===== config.mk =====
export PLATFORM = sky130hd
export DESIGN_NAME = relm_ps2_rx
export DESIGN_NICKNAME = d
export VERILOG_FILES = /design/src/rtl/relm_ps2_rx.sv
export SDC_FILE = /design/constraint.sdc
export NUM_CORES = 1
export LEC_CHECK = 0
export BUFFER_PORTS_ARGS = -buffer_cell sky130_fd_sc_hd__clkbuf_2
export CAP_MARGIN = 10
export CORE_ASPECT_RATIO = 0.9
export CORE_MARGIN = 1.5
export CORE_UTILIZATION = 56
export DETAILED_ROUTE_END_ITERATION = 8
export PLACE_DENSITY = 0.8
export REMOVE_ABC_BUFFERS = 1
export SETUP_SLACK_MARGIN = 0.1
export SYNTH_ARGS = -nofsm -noshare
export SYNTH_HDL_FRONTEND = slang
export SYNTH_SLANG_ARGS = --single-unit
export TNS_END_PERCENT = 50

===== constraint.sdc =====
create_clock -name clk -period 3.62 [get_ports clk]
set_clock_uncertainty 0.1 [all_clocks]
set_input_delay 0.724 -clock clk [delete_from_list [all_inputs] [get_ports clk]]
set_output_delay 0.724 -clock clk [all_outputs]
set_load 0.01 [all_outputs]

===== src/rtl/relm_ps2_rx.sv =====
// relm_ps2_rx: PS/2 device-to-host receiver feeding a CPU pop port.
// Both pins are synchronised and glitch-filtered. Each 11-bit frame is
// sampled on the falling edge of the filtered clock and then checked.
// Good bytes go into a show-ahead register FIFO. Sticky overflow and
// frame-error flags are reported alongside the head byte.
//
// Pop handshake: pop_d[WD] is a request strobe. It is accepted in the same
// cycle when pop_q[WD] (empty/retry) is 0; the CPU takes pop_q[7:0] in that
// cycle and the head advances on the following clk edge. A strobe while
// pop_q[WD]=1 is a no-op apart from the optional flag clear on pop_d[WD-1].
`timescale 1ns/1ps
module relm_ps2_rx #(
    parameter int WD      = 32,
    parameter int WAD     = 2,
    parameter int NFILT   = 8,
    parameter int TIMEOUT = 50000
) (
    input  logic          clk,
    input  logic          rst_n,
    input  logic          ps2_clk_in,
    input  logic          ps2_dat_in,
    input  logic [WD:0]   pop_d,
    output logic [WD:0]   pop_q,
    output logic          frame_err_out
);

    localparam int DEPTH = 2 ** WAD;
    localparam int TW    = $clog2(TIMEOUT + 1);
    localparam logic [WAD:0]   CNT_ONE  = 1;
    localparam logic [WAD:0]   CNT_FULL = (WAD + 1)'(DEPTH);
    localparam logic [WAD-1:0] PTR_ONE  = 1;
    localparam logic [TW-1:0]  TMO_ONE  = 1;
    localparam logic [TW-1:0]  TMO_MAX  = TW'(TIMEOUT);

    typedef enum logic [1:0] {IDLE, DATA, PARITY, STOP} state_t;

    logic [1:0]       clk_sync, dat_sync;
    logic [NFILT-1:0] clk_sr, dat_sr;
    logic             clk_filt, dat_filt, clk_filt_d;
    logic             sample;

    state_t           state, state_nx;
    logic [2:0]       bit_cnt;
    logic [7:0]       shift_q;
    logic             par_q;
    logic [TW-1:0]    tmo_cnt;
    logic             tmo_hit;
    logic             frame_ok, frame_bad, tmo_abort;

    logic [7:0]       mem [DEPTH];
    logic [WAD-1:0]   wr_ptr, rd_ptr;
    logic [WAD:0]     cnt;
    logic             empty, full;
    logic             do_push, do_pop, ovf_set, err_set, flag_clr;
    logic             ovf_q, err_q;
    logic             unused_pop_bits;

    assign unused_pop_bits = ^pop_d[WD-2:0];

    // Two-flop synchronisers for both raw pins; idle level is 1.
    always_ff @(posedge clk or negedge rst_n) begin
        if (!rst_n) begin
            clk_sync <= 2'b11;
            dat_sync <= 2'b11;
        end else begin
            clk_sync <= {clk_sync[0], ps2_clk_in};
            dat_sync <= {dat_sync[0], ps2_dat_in};
        end
    end

    // Majority-free filter: a line only flips once NFILT samples agree.
    always_ff @(posedge clk or negedge rst_n) begin
        if (!rst_n) begin
            clk_sr     <= '1;
            dat_sr     <= '1;
            clk_filt   <= 1'b1;
            dat_filt   <= 1'b1;
            clk_filt_d <= 1'b1;
        end else begin
            clk_sr     <= {clk_sr[NFILT-2:0], clk_sync[1]};
            dat_sr     <= {dat_sr[NFILT-2:0], dat_sync[1]};
            if (&clk_sr)       clk_filt <= 1'b1;
            else if (~|clk_sr) clk_filt <= 1'b0;
            if (&dat_sr)       dat_filt <= 1'b1;
            else if (~|dat_sr) dat_filt <= 1'b0;
            clk_filt_d <= clk_filt;
        end
    end

    assign sample  = clk_filt_d & ~clk_filt;
    assign tmo_hit = (state != IDLE) && (tmo_cnt == TMO_MAX);

    // Frame state register.
    always_ff @(posedge clk or negedge rst_n) begin
        if (!rst_n) state <= IDLE;
        else        state <= state_nx;
    end

    // Next state and frame verdict; a timeout overrides any sample event.
    always_comb begin
        state_nx  = state;
        frame_ok  = 1'b0;
        frame_bad = 1'b0;
        tmo_abort = 1'b0;
        if (tmo_hit) begin
            state_nx  = IDLE;
            tmo_abort = 1'b1;
        end else if (sample) begin
            case (state)
                IDLE:   if (!dat_filt) state_nx = DATA;
                DATA:   if (bit_cnt == 3'd7) state_nx = PARITY;
                PARITY: state_nx = STOP;
                STOP: begin
                    if (dat_filt && (^{shift_q, par_q})) frame_ok  = 1'b1;
                    else                                 frame_bad = 1'b1;
                    state_nx = IDLE;
                end
                default: state_nx = IDLE;
            endcase
        end
    end

    // Deserialiser datapath and inactivity counter.
    always_ff @(posedge clk or negedge rst_n) begin
        if (!rst_n) begin
            bit_cnt <= 3'd0;
            shift_q <= 8'hFF;
            par_q   <= 1'b1;
            tmo_cnt <= '0;
        end else begin
            if (sample || tmo_hit || state == IDLE) tmo_cnt <= '0;
            else                                    tmo_cnt <= tmo_cnt + TMO_ONE;
            if (sample) begin
                case (state)
                    IDLE:   bit_cnt <= 3'd0;
                    DATA: begin
                        shift_q <= {dat_filt, shift_q[7:1]};
                        bit_cnt <= bit_cnt + 3'd1;
                    end
                    PARITY: par_q <= dat_filt;
                    default: ;
                endcase
            end
        end
    end

    assign empty    = (cnt == '0);
    assign full     = (cnt == CNT_FULL);
    assign do_pop   = pop_d[WD] & ~empty;
    assign do_push  = frame_ok & (~full | do_pop);
    assign ovf_set  = frame_ok & full & ~do_pop;
    assign err_set  = frame_bad | tmo_abort;
    assign flag_clr = pop_d[WD] & pop_d[WD-1];

    // FIFO storage, pointers and occupancy.
    always_ff @(posedge clk or negedge rst_n) begin
        if (!rst_n) begin
            for (int i = 0; i < DEPTH; i++) mem[i] <= 8'h00;
            wr_ptr <= '0;
            rd_ptr <= '0;
            cnt    <= '0;
        end else begin
            if (do_push) begin
                mem[wr_ptr] <= shift_q;
                wr_ptr      <= wr_ptr + PTR_ONE;
            end
            if (do_pop) rd_ptr <= rd_ptr + PTR_ONE;
            case ({do_push, do_pop})
                2'b10:   cnt <= cnt + CNT_ONE;
                2'b01:   cnt <= cnt - CNT_ONE;
                default: ;
            endcase
        end
    end

    // Sticky flags (set beats clear) and the per-frame error pulse.
    always_ff @(posedge clk or negedge rst_n) begin
        if (!rst_n) begin
            ovf_q         <= 1'b0;
            err_q         <= 1'b0;
            frame_err_out <= 1'b0;
        end else begin
            ovf_q         <= ovf_set | (ovf_q & ~flag_clr);
            err_q         <= err_set | (err_q & ~flag_clr);
            frame_err_out <= err_set;
        end
    end

    // Show-ahead read port.
    always_comb begin
        pop_q       = '0;
        pop_q[WD]   = empty;
        pop_q[9]    = ovf_q;
        pop_q[8]    = err_q;
        pop_q[7:0]  = empty ? 8'h00 : mem[rd_ptr];
    end

endmodule

# Word-level counts from Yosys, hierarchy flattened
# Index checks and enable logic that the tools add are counted.
totals:
  regBits: 95
  out_inout_bits: 34
  word_cells: 110
  inputBits: 37
op_classes:
  eq_ne: 12
  muxes: 28
  addsub: 6
  n_reduce_logical: 20
  n_lt_le_gt_ge: 3
  n_bitwise: 19
op_table:
  columns: ["operator", "count"]
  rows:
  - ["$bwmux 32", 1]
  - ["$mux 8", 4]
  - ["$add 16x1->16 const B", 1]
  - ["$bmux 8 s2", 1]
  - ["$demux 8 s2", 1]
  - ["$eq 16x16->1 const B", 1]
  - ["$mux 16", 1]
  - ["$reduce_and 8->1", 2]
  - ["$reduce_or 8->1", 2]
  - ["$mux 1", 13]
  - ["$pmux 3 s2", 2]
  - ["$reduce_xor 9->1", 1]
  - ["$and 1x1->1", 8]
  - ["$mux 2", 4]
  - ["$pmux 2 s4", 1]
  - ["$reduce_bool 2->1", 4]
  - ["$add 3x1->3 const B", 2]
  - ["$eq 2x2->1 const B", 3]
  - ["$eq 3x3->1 const B", 2]
  - ["$ge 3x3->1 const B", 2]
  - ["$ne 3x3->1 const B", 2]
  - ["$not 2->3", 2]
  - ["$reduce_and 2->1", 3]
  - ["$not 1->1", 5]
  - ["11 further kinds", 20]

# Logic depth before layout (Yosys ltp)
# Gate-level depths: netlist (run 1).
logic_depth:
  depth_word: 9
  depth_mapped: 12

# Worst setup path before layout (run 1)
# OpenSTA, ideal clock, no wires.
synth_timing:
  kind: "register to register"
  from: "register shift_q[3]"
  to: "register cnt[1]"
  slack_ps: 929
  t_arrival_ps: 2509
  path_stages_with_launch: 9
  required_ps: 3437
  n_path_buf: 0
  path_cell_list: "dfstp_2 -> xnor2_1 -> xnor3_2 -> xnor2_4 -> nand4_4 -> ha_1 -> inv_1 -> fa_1 -> o21ai_0"
synth_via:
  elab_chain_len: 9
  elab_cells_between_ends: 11
synth_lines:
  columns: ["element", "line_no", "source"]
  rows:
  - ["start: declaration", "44", "logic [7:0] shift_q;"]
  - ["start signal: assignment", "137", "shift_q <= {dat_filt, shift_q[7:1]};"]
  - ["$reduce_xor 9->1 *", "114", "if (dat_filt && (^{shift_q, par_q})) frame_ok = 1'b1;"]
  - ["$logic_and 1x1->1 *", "114", null]
  - ["$mux 1 *", "114", null]
  - ["$mux 1 *", "109", "case (state)"]
  - ["$mux 1 *", "108", "end else if (sample) begin"]
  - ["$mux 1 *", "105", "if (tmo_hit) begin"]
  - ["$and 1x1->1 *", "150", "assign do_push = frame_ok & (~full | do_pop);"]
  - ["$eq 2x1->1 / $eq 2x2->1 (equally long branches)", "168", "case ({do_push, do_pop})"]
  - ["$pmux 3 s2 / $reduce_bool 2->1 (equally long branches)", null, null]
  - ["end signal: assignment", "169", "2'b10: cnt <= cnt + CNT_ONE;"]
  - ["end signal: assignment", "170", "2'b01: cnt <= cnt - CNT_ONE;"]
  - ["end: declaration", "52", "logic [WAD:0] cnt;"]
# Every way passes the cells marked *; elsewhere a longest branch is shown, timed or not.
# A chain may end at the register's enable or synchronous reset.

# Worst setup path after layout (run 1)
# Ends and elaborated chain as after synthesis.

==> results of run 1 <==
-- cell families (layout without fill, tap and decap cells) --
logic type,Yosys count,after routing,synth area share (%)
XOR/XNOR,27,27,6.05
buffers and inverters,44,49,5.83
AND/OR/NAND/NOR,94,94,12.5
multiplexers,50,50,14.6
flip-flops,95,95,54.1
adder cells (fa/ha/maj),14,14,4.09
other,1,22,0.0840
AO/OA/AOI/OAI,18,18,2.66
-- routing by layer --
metal | share of wire (%) | vias up
met5 | 0 | -
met1 | 49 | 1276
met4 | 1.1 | 0
met2 | 47 | 45
li1 | - | 1183
met3 | 3.2 | 8
-- worst paths after layout --
kind | startpoint | end | cells after the start
worst max-delay path | shift_q[3] | cnt[1] | 8
worst min-delay path | clk_sync[1] | clk_sr[0] | 0
worst max register to register | shift_q[3] | cnt[1] | 8
worst min register to register | clk_sync[1] | clk_sr[0] | 0
max in group asynchronous | rst_n | clk_sr[2] | 2
min in group asynchronous | rst_n | mem[12] | 1
-- power breakdown --
| part | leakage, nW | internal, mW | switching [mW] | total, mW |
|---|---|---|---|---|
| Sequential | 1.19 | 1.19 | 0.172 | 1.36 |
| Combinational | 0.954 | 0.248 | 0.278 | 0.527 |
| Clock | 0.0879 | 0.257 | 0.374 | 0.631 |
-- sequential cells by signal, indices dropped and copies added, names as in the netlist --
register,cells
bit_cnt,3
wr_ptr,2
dat_sr,8
tmo_cnt,16
clk_filt_d,1
frame_err_out,1
clk_filt,1
ovf_q,1
state,2
err_q,1
cnt,3
dat_sync,2
rd_ptr,2
clk_sync,2
shift_q,8
mem,32
clk_sr,8
par_q,1
dat_filt,1
-- cell type report --
| type | count | area share [%] |
|---|---|---|
| clock buffers | 9 | 2.61 |
| clock inverters | 7 | 1.13 |
| inverters | 13 | 1.03 |
| multi-input cells | 225 | 39.4 |
| flip-flops and latches | 95 | 51.0 |
| well taps | 96 | 2.53 |
| repair buffers | 20 | 2.32 |
-- cells in the final DEF (no fill, tap or decap), types with 2 or more instances in the layout --
| master | count |
|---|---|
| and3_1 | 6 |
| inv_6 | 2 |
| or4_1 | 2 |
| conb_1 | 22 |
| nand3_4 | 4 |
| mux2_2 | 39 |
| xor2_1 | 16 |
| nor3b_1 | 2 |
| o41ai_1 | 2 |
| clkinv_2 | 2 |
| nor2_1 | 22 |
| ha_1 | 13 |
| a32o_1 | 3 |
| nor3_1 | 4 |
| nand2_1 | 17 |
| clkbuf_8 | 9 |
| o21ai_0 | 10 |
| mux2_1 | 3 |
| dfrtp_1 | 63 |
| clkbuf_2 | 16 |
| nand3_1 | 9 |
| inv_1 | 13 |
| nor2b_1 | 11 |
| nor4bb_1 | 2 |
| dfstp_2 | 32 |
| nand4_1 | 5 |
| mux4_2 | 8 |
| xnor2_1 | 9 |
| buf_4 | 4 |
| and2_1 | 3 |
| clkinvlp_4 | 2 |
==> flow_summary_export.csv, run 1 <==
group,metric,value,unit
routing,via_per_inst,5.40,
logic_synthesis,yosys_warnings,0,
timing,setup_violations,0,
global_route,use_met3,4.95,%
timing,min_period,2.93,ns
placement,placed_area,4560,um2
global_route,grt_pass1_wl,11.9,mm
clock_tree,cts_buffer_depth,2,
routing,vias,2512,
timing,worstMarginPinSlew,1.00,ns
placement,dp_hpwl,4.70,mm
routing,route.detailed.drc,0,
logic_synthesis,synth.most_common_cell,"dfrtp_1",
layout,fin_cells,465,
clock_tree,cts-buffers-inserted,9,
power,pwr_density_cell,531,nW/um2
floorplan,die_height,87.7,um
timing,post-route-period-util,81.0,%
setup_path,required,3.79,ns
placement,gp_congestion,0.817,
clock_tree,holdBufCountCts,0,
setup_path,crit_family,"XOR/XNOR gates",
logic_synthesis,netlist_area,4470,um2
timing,fmax,341,MHz
timing,hold_viol_final,0,
floorplan,fp.coreArea,7620,um2
setup_path,path_max_fanout,7,
clock_tree,htree_levels,3,
logic_synthesis,netlist_instances,343,
timing,tns,0,ns
global_route,use_met1,23.7,%
setup_path,slowest_stage,"dfstp_2",
setup_path,crit_chain,"xnor2_1 > xnor3_2 > xnor2_4 > nand4_4 > ha_1 > inv_1 > fa_1 > o21ai_0",
setup_path,crit_buf_inv,1,
timing,relSlewSlack,33.1,%
setup_path,critPathCaptureType,"flip-flop",
placement,port_buffers,17,
routing,drtIter0Drc,93,
global_route,track_usage,17.9,%
placement,dp.cells,449,
logic_synthesis,syn_area_per_cell,13.0,um2
floorplan,start_util,58.6,%
layout,seqCellArea,2420,um2
layout,postLayoutCoreUtil,62.2,%
routing,ant_nets,0,
timing,hold_ws,0.259,ns
global_route,antenna_found_initial,0,
clock_tree,cts_tree,"yes",
global_route,top_usage_layer,"met2",
floorplan,ioPinCount,71,
timing,rsz0062_at_grt,"false",
layout,multi_input_area,1870,um2
logic_synthesis,synth_common_cells,"dfrtp_1 (63), mux2_2 (39), dfstp_2 (32)",
global_route,grt_max_degree,85,
layout,drive_above_1_share,33.3,%
routing,drt_pass1_iterations,4,
global_route,grt_util_met2,29.2,%
job,maxCapViolCount,0,
layout,final_area,4740,um2
clock_tree,ctsResizeCount,0,
setup_path,r2r_slack,0.69,ns
floorplan,die_x,97.1,um
logic_synthesis,synth_edf_count,0,
power,peakVddDrop,259,uV
layout,num-fill-cells,586,
power,p_leak,2.23,nW
routing,wl_per_cell,15.0,um
setup_path,worstPathArrival,3.11,ns
global_route,grt_remaining_overflow,0,
logic_synthesis,async_reset_ff_share,100,%
logic_synthesis,synth.area.top_cells,"dfrtp_1 (35%), dfstp_2 (19%), mux2_2 (9.8%)",
clock_tree,clk_latency,0.36,ns
floorplan,row_count,30,
logic_synthesis,synth_cell_types,42,
layout,antenna_cells,0,
setup_path,crit_type,"reg2reg",
clock_tree,clock_sinks,95,
setup_path,cp_slowest_stage_delay,0.62,ns
layout,syn_to_final_growth,6.16,%
floorplan,die_area,8520,um2
logic_synthesis,yosys_register_bits,95,
placement,dp_slack,0.683,ns
clock_tree,cts-root-buf,"clkbuf_8",
timing,worst_slack,0.687,ns
routing,postRouteWirelength,6.97,mm
power,p_total,2.52,mW
logic_synthesis,synth_top_area_share,35.3,%
logic_synthesis,synth_ff_type,"dfrtp_1",
global_route,grt_pass1_vias,2513,
clock_tree,clkTransAtPathRegs,0.09,ns
logic_synthesis,synth_largest_area_cell,"dfrtp_1",
min_path,hp-class,"reg2reg",
setup_path,start_kind,"flip-flop",
layout,nNetsFinal,415,
outcome,status,"finished, final reports clean",
clock_tree,cts_setup_buffers,0,
logic_synthesis,ys_seq_area_share,54.1,%
timing,drv_slew,0,
Power figures use the tool's default switching activity.
==> inputs of run 2 (changes only) <==
Clock period 3.62 ns to 2.9 ns, I/O delays scaled along.
==> flow_summary_export.csv, run 2 (synthesized netlist as in run 1, its figures left out) <==
group,metric,value,unit
power,power_switching,1.02,mW
routing,postRouteWirelength,7.23,mm
setup_path,worstPathArrival,2.82,ns
setup_path,reg2reg_from,"shift_q[7]",
placement,port_buffers,17,
timing,hold_viol_final,0,
timing,setup_violations,0,
routing,drt_pass1_iterations,4,
global_route,antenna_found_initial,0,
power,internal_power,2.34,mW
timing,min_period,2.63,ns
global_route,grt_remaining_overflow,0,
setup_path,crit_type,"reg2reg",
setup_path,cp_slowest_stage_delay,0.57,ns
floorplan,die_height,87.7,um
power,peakVddDrop,315,uV
setup_path,crit_chain,"xnor2_1 > xnor3_2 > xnor2_4 > nand4_4 > ha_2 > inv_1 > fa_2 > xor2_1 > nor2_1 > xor2_1",
layout,drive_above_1_share,34.5,%
clock_tree,clock_sinks,95,
clock_tree,clk_latency,0.36,ns
floorplan,fp.coreArea,7620,um2
floorplan,ioPinCount,71,
outcome,status,"finished, final reports clean",
power,seq_power_share,50.3,%
power,pwr_density_cell,694,nW/um2
layout,antenna_cells,0,
layout,nNetsFinal,420,
routing,wl_per_cell,15.4,um
layout,layout_commonest_cell,"dfrtp_1",
power,p_leak,2.29,nW
job,maxCapViolCount,0,
timing,post-route-period-util,90.7,%
placement,dp_hpwl,4.77,mm
layout,reg.largest.list,"mem x32, tmo_cnt x16",
power,swShare,30.5,%
setup_path,required,3.09,ns
setup_path,slowest_stage,"dfstp_2",
timing,rsz0062_at_grt,"false",
setup_path,path_max_fanout,4,
routing,ant_nets,0,
global_route,grt_pass1_wl,12.5,mm
floorplan,start_util,58.6,%
setup_path,r2r_slack,0.27,ns
layout,regMostFlops,"mem",
placement,gp_congestion,0.841,
layout,seqCellArea,2420,um2
clock_tree,clkTransAtPathRegs,0.09,ns
clock_tree,cts-buffers-inserted,9,
timing,relSlewSlack,59.4,%
clock_tree,holdBufCountCts,0,
layout,multi_input_area,1870,um2
power,clkPwrFrac,28.3,%
setup_path,critPathCaptureType,"flip-flop",
layout,syn_to_final_growth,8.46,%
timing,tns,0,ns
min_path,hp-class,"in2async",
setup_path,crit_family,"XOR/XNOR gates",
timing,fmax,380,MHz
clock_tree,cts_tree,"yes",
clock_tree,cts-root-buf,"clkbuf_8",
timing,drv_slew,0,
floorplan,die_x,97.1,um
timing,worstMarginPinSlew,0.609,ns
power,comb_power_share,21.4,%
setup_path,worstRegToRegCells,10,
layout,num-fill-cells,590,
clock_tree,htree_levels,3,
setup_path,r2r-end,"cnt[2]",
setup_path,crit_buf_inv,1,
routing,vias,2497,
routing,route.detailed.drc,0,
floorplan,die_area,8520,um2
setup_path,cpMostUsedCell,"xor2_1",
global_route,grt_max_degree,57,
routing,drtIter0Drc,76,
placement,dp_slack,0.162,ns
layout,largest_reg_flops,32,
routing,via_per_inst,5.31,
setup_path,start_kind,"flip-flop",
setup_path,worstSetupPathDepth,10,
layout,final_cell_mix,"dfrtp_1 (63), mux2_2 (39), dfstp_2 (32)",
clock_tree,cts_buffer_depth,2,
floorplan,row_count,30,
timing,worst_slack,0.270,ns
global_route,track_usage,18.9,%
global_route,grt_pass1_vias,2615,
run 2: metrics by stage:
| step | instance area [um2] | std cells | power [mW] | hold WS (ns) | util [%] |
|---|---|---|---|---|---|
| 3_5_place_dp | 4580 | 450 | 2.41 | 0.247 | 60.2 |
| 3_3_place_gp | 4580 | 450 | 2.37 | 0.246 | 60.2 |
| 4_1_cts | 4810 | 466 | 3.37 | 0.0898 | 63.1 |
| 2_1_floorplan | 4330 | 333 | 2.19 | 0.184 | - |
| 6_report | 4840 | 470 | 3.36 | 0.0815 | 63.6 |
| 5_1_grt | 4840 | 470 | 3.56 | 0.101 | 63.6 |
run 2: worst reg2reg max path, delay by kind of cell (launching register included):
kind | cells | cell delay (ns)
simple gates | 2 | 0.24
xor+xnor | 5 | 1.07
flops | 1 | 0.57
fa+ha+maj | 2 | 0.52
buf+inv | 1 | 0.06
run 2: per-layer routing:
| layer | track usage (%) | part of all wire [%] | vias up |
|---|---|---|---|
| met5 | 0 | 0 | - |
| met4 | 6.19 | 0.79 | 0 |
| met3 | 6.15 | 3.8 | 6 |
| met2 | 30.1 | 47 | 48 |
| met1 | 25.1 | 48 | 1249 |
| li1 | - | - | 1194 |
run 2: power by group through the flow:
| stage | sequential, mW | clock, mW | combinational (mW) |
|---|---|---|---|
| after floorplan | 1.66 | 0 | 0.528 |
| after global placement | 1.71 | 0 | 0.652 |
| after detailed placement | 1.72 | 0 | 0.686 |
| after CTS | 1.70 | 0.974 | 0.693 |
| after global routing | 1.72 | 1.03 | 0.805 |
| final | 1.69 | 0.950 | 0.719 |
run 2: how the worst max path moves through the flow:
stage,startpoint,end,slack [ns]
floorplan,shift_q[3],cnt[1],0.21
global placement,shift_q[3],cnt[2],0.20
detailed placement,shift_q[3],cnt[2],0.16
CTS,shift_q[3],cnt[2],0.14
global route,shift_q[7],cnt[2],0.12
finish,shift_q[7],cnt[2],0.27
run 2: repair_timing:
item / in CTS / in global routing
setup endpoints to repair: 0 / 1
setup buffers: 0 / 4
resized for setup: 0 / 2
run 2: area by class of cell:
cell class / instances / share of cell area [%]
Clock buffer: 13 / 3.72
Clock inverter: 3 / 0.930
Inverter: 13 / 1.01
Multi-Input combinational cell: 225 / 38.7
Sequential cell: 95 / 49.9
Tap cell: 96 / 2.48
Timing Repair Buffer: 25 / 3.31
==> inputs of run 3 (changes only) <==
Settings changed: PLACE_DENSITY 0.8 to 0.9.
==> flow_summary_export.csv, run 3 (synthesized netlist as in run 1, its figures left out) <==
group,metric,value,unit
clock_tree,cts-buffers-inserted,9,
layout,largest_reg_flops,32,
power,p_total,3.25,mW
min_path,hp-class,"in2reg",
timing,hold_viol_final,0,
layout,nNetsFinal,426,
timing,worst_slack,0.270,ns
setup_path,crit_chain,"xnor2_1 > xnor3_2 > xnor2_4 > nand4_4 > ha_2 > inv_1 > fa_2 > xor2_1 > nor2_1 > xor2_1",
routing,ant_nets,0,
placement,gp_congestion,0.776,
power,pwr_density_cell,671,nW/um2
routing,wl_per_cell,16.2,um
setup_path,worstPathArrival,2.82,ns
timing,rsz0062_at_grt,"false",
global_route,grt_max_degree,80,
power,p_leak,2.28,nW
global_route,grt_remaining_overflow,0,
clock_tree,cts_buffer_depth,2,
clock_tree,htree_levels,3,
global_route,track_usage,19.5,%
clock_tree,clock_sinks,95,
power,clkPwrFrac,24.4,%
setup_path,crit_family,"XOR/XNOR gates",
routing,vias,2619,
clock_tree,clkTransAtPathRegs,0.09,ns
layout,multi_input_area,1870,um2
placement,port_buffers,17,
setup_path,path_max_fanout,2,
layout,drive_above_1_share,35.0,%
power,internal_power,2.20,mW
power,peakVddDrop,317,uV
layout,seqCellArea,2420,um2
setup_path,crit_type,"reg2reg",
setup_path,start_kind,"flip-flop",
setup_path,critPathCaptureType,"flip-flop",
global_route,grt_pass1_wl,12.9,mm
timing,setup_violations,0,
setup_path,cpMostUsedCell,"xor2_1",
layout,regMostFlops,"mem",
routing,via_per_inst,5.50,
placement,dp_hpwl,5.37,mm
setup_path,required,3.09,ns
timing,drv_slew,0,
floorplan,die_x,97.1,um
outcome,status,"finished, final reports clean",
timing,relSlewSlack,59.3,%
floorplan,fp.coreArea,7620,um2
layout,num-fill-cells,550,
clock_tree,clk_latency,0.36,ns
clock_tree,cts-root-buf,"clkbuf_8",
layout,layout_commonest_cell,"dfrtp_1",
placement,dp_slack,0.0840,ns
timing,worstMarginPinSlew,0.611,ns
floorplan,die_area,8520,um2
routing,drt_pass1_iterations,4,
clock_tree,cts_tree,"yes",
power,seq_power_share,52.0,%
layout,syn_to_final_growth,8.38,%
layout,final_cell_mix,"dfrtp_1 (63), mux2_2 (39), dfstp_2 (32)",
timing,post-route-period-util,90.7,%
power,comb_power_share,23.6,%
timing,fmax,380,MHz
job,maxCapViolCount,0,
floorplan,die_height,87.7,um
setup_path,crit_buf_inv,1,
floorplan,row_count,30,
floorplan,ioPinCount,71,
floorplan,start_util,58.6,%
setup_path,slowest_stage,"dfstp_2",
power,swShare,32.4,%
power,power_switching,1.05,mW
routing,postRouteWirelength,7.69,mm
timing,tns,0,ns
global_route,antenna_found_initial,0,
routing,route.detailed.drc,0,
global_route,grt_pass1_vias,2645,
routing,drtIter0Drc,115,
setup_path,cp_slowest_stage_delay,0.56,ns
layout,antenna_cells,0,
layout,reg.largest.list,"mem x32, tmo_cnt x16",
timing,min_period,2.63,ns
[run 3: power groups by stage]
stage          clock (mW)  combinational [mW]  sequential (mW)
3_5_place_dp            0               0.711             1.72
6_report            0.792               0.767             1.69
3_3_place_gp            0               0.645             1.71
2_1_floorplan           0               0.528             1.66
4_1_cts             0.805               0.747             1.69
5_1_grt             0.862               0.848             1.72
[run 3: routing by layer]
metal	up-vias	GRT usage, %	part of all wire (%)
met5	-	0	0
met4	0	7.91	2.0
met3	13	4.47	3.3
met2	65	33.1	51
met1	1331	24.9	44
li1	1210	-	-
[run 3: path summary, 6_finish.rpt]
check | endpoint | startpoint | slack (ns) | cells past startpoint
setup / recovery | cnt[2] | shift_q[7] | 0.27 | 10
hold / removal | dat_sync[0] | ps2_dat_in | 0.19 | 1
hold reg to reg | clk_sr[0] | clk_sync[1] | 0.26 | 0
min in group asynchronous | mem[9] | rst_n | 0.52 | 2
max in group asynchronous | clk_sr[4] | rst_n | 1.47 | 3
setup reg to reg | cnt[2] | shift_q[7] | 0.27 | 10
[run 3: metrics by stage]
stage	util [%]	instance area, um2	instances	hold slack [ns]
5_1_grt	63.5	4840	476	0.179
3_5_place_dp	60.2	4580	450	0.247
2_1_floorplan	-	4330	333	0.184
4_1_cts	62.9	4790	470	0.186
3_3_place_gp	60.2	4580	450	0.246
6_report	63.5	4840	476	0.190
[run 3: layout make-up]
| type | count | share of cell area, % |
|---|---|---|
| Clock buffer | 12 | 3.00 |
| Tap cell | 96 | 2.48 |
| Clock inverter | 4 | 0.594 |
| Inverter | 13 | 1.01 |
| Sequential cell | 95 | 49.9 |
| Multi-Input combinational cell | 225 | 38.7 |
| Timing Repair Buffer | 31 | 4.29 |
[run 3: repair_timing]
| action | in CTS | in global routing |
|---|---|---|
| hold buffers | 1 | 0 |
| pin swaps | 1 | 2 |
| endpoints found under the setup margin | 1 | 1 |
| hold endpoints to repair | 16 | 0 |
| resized for setup | 0 | 2 |
| setup buffers | 3 | 6 |
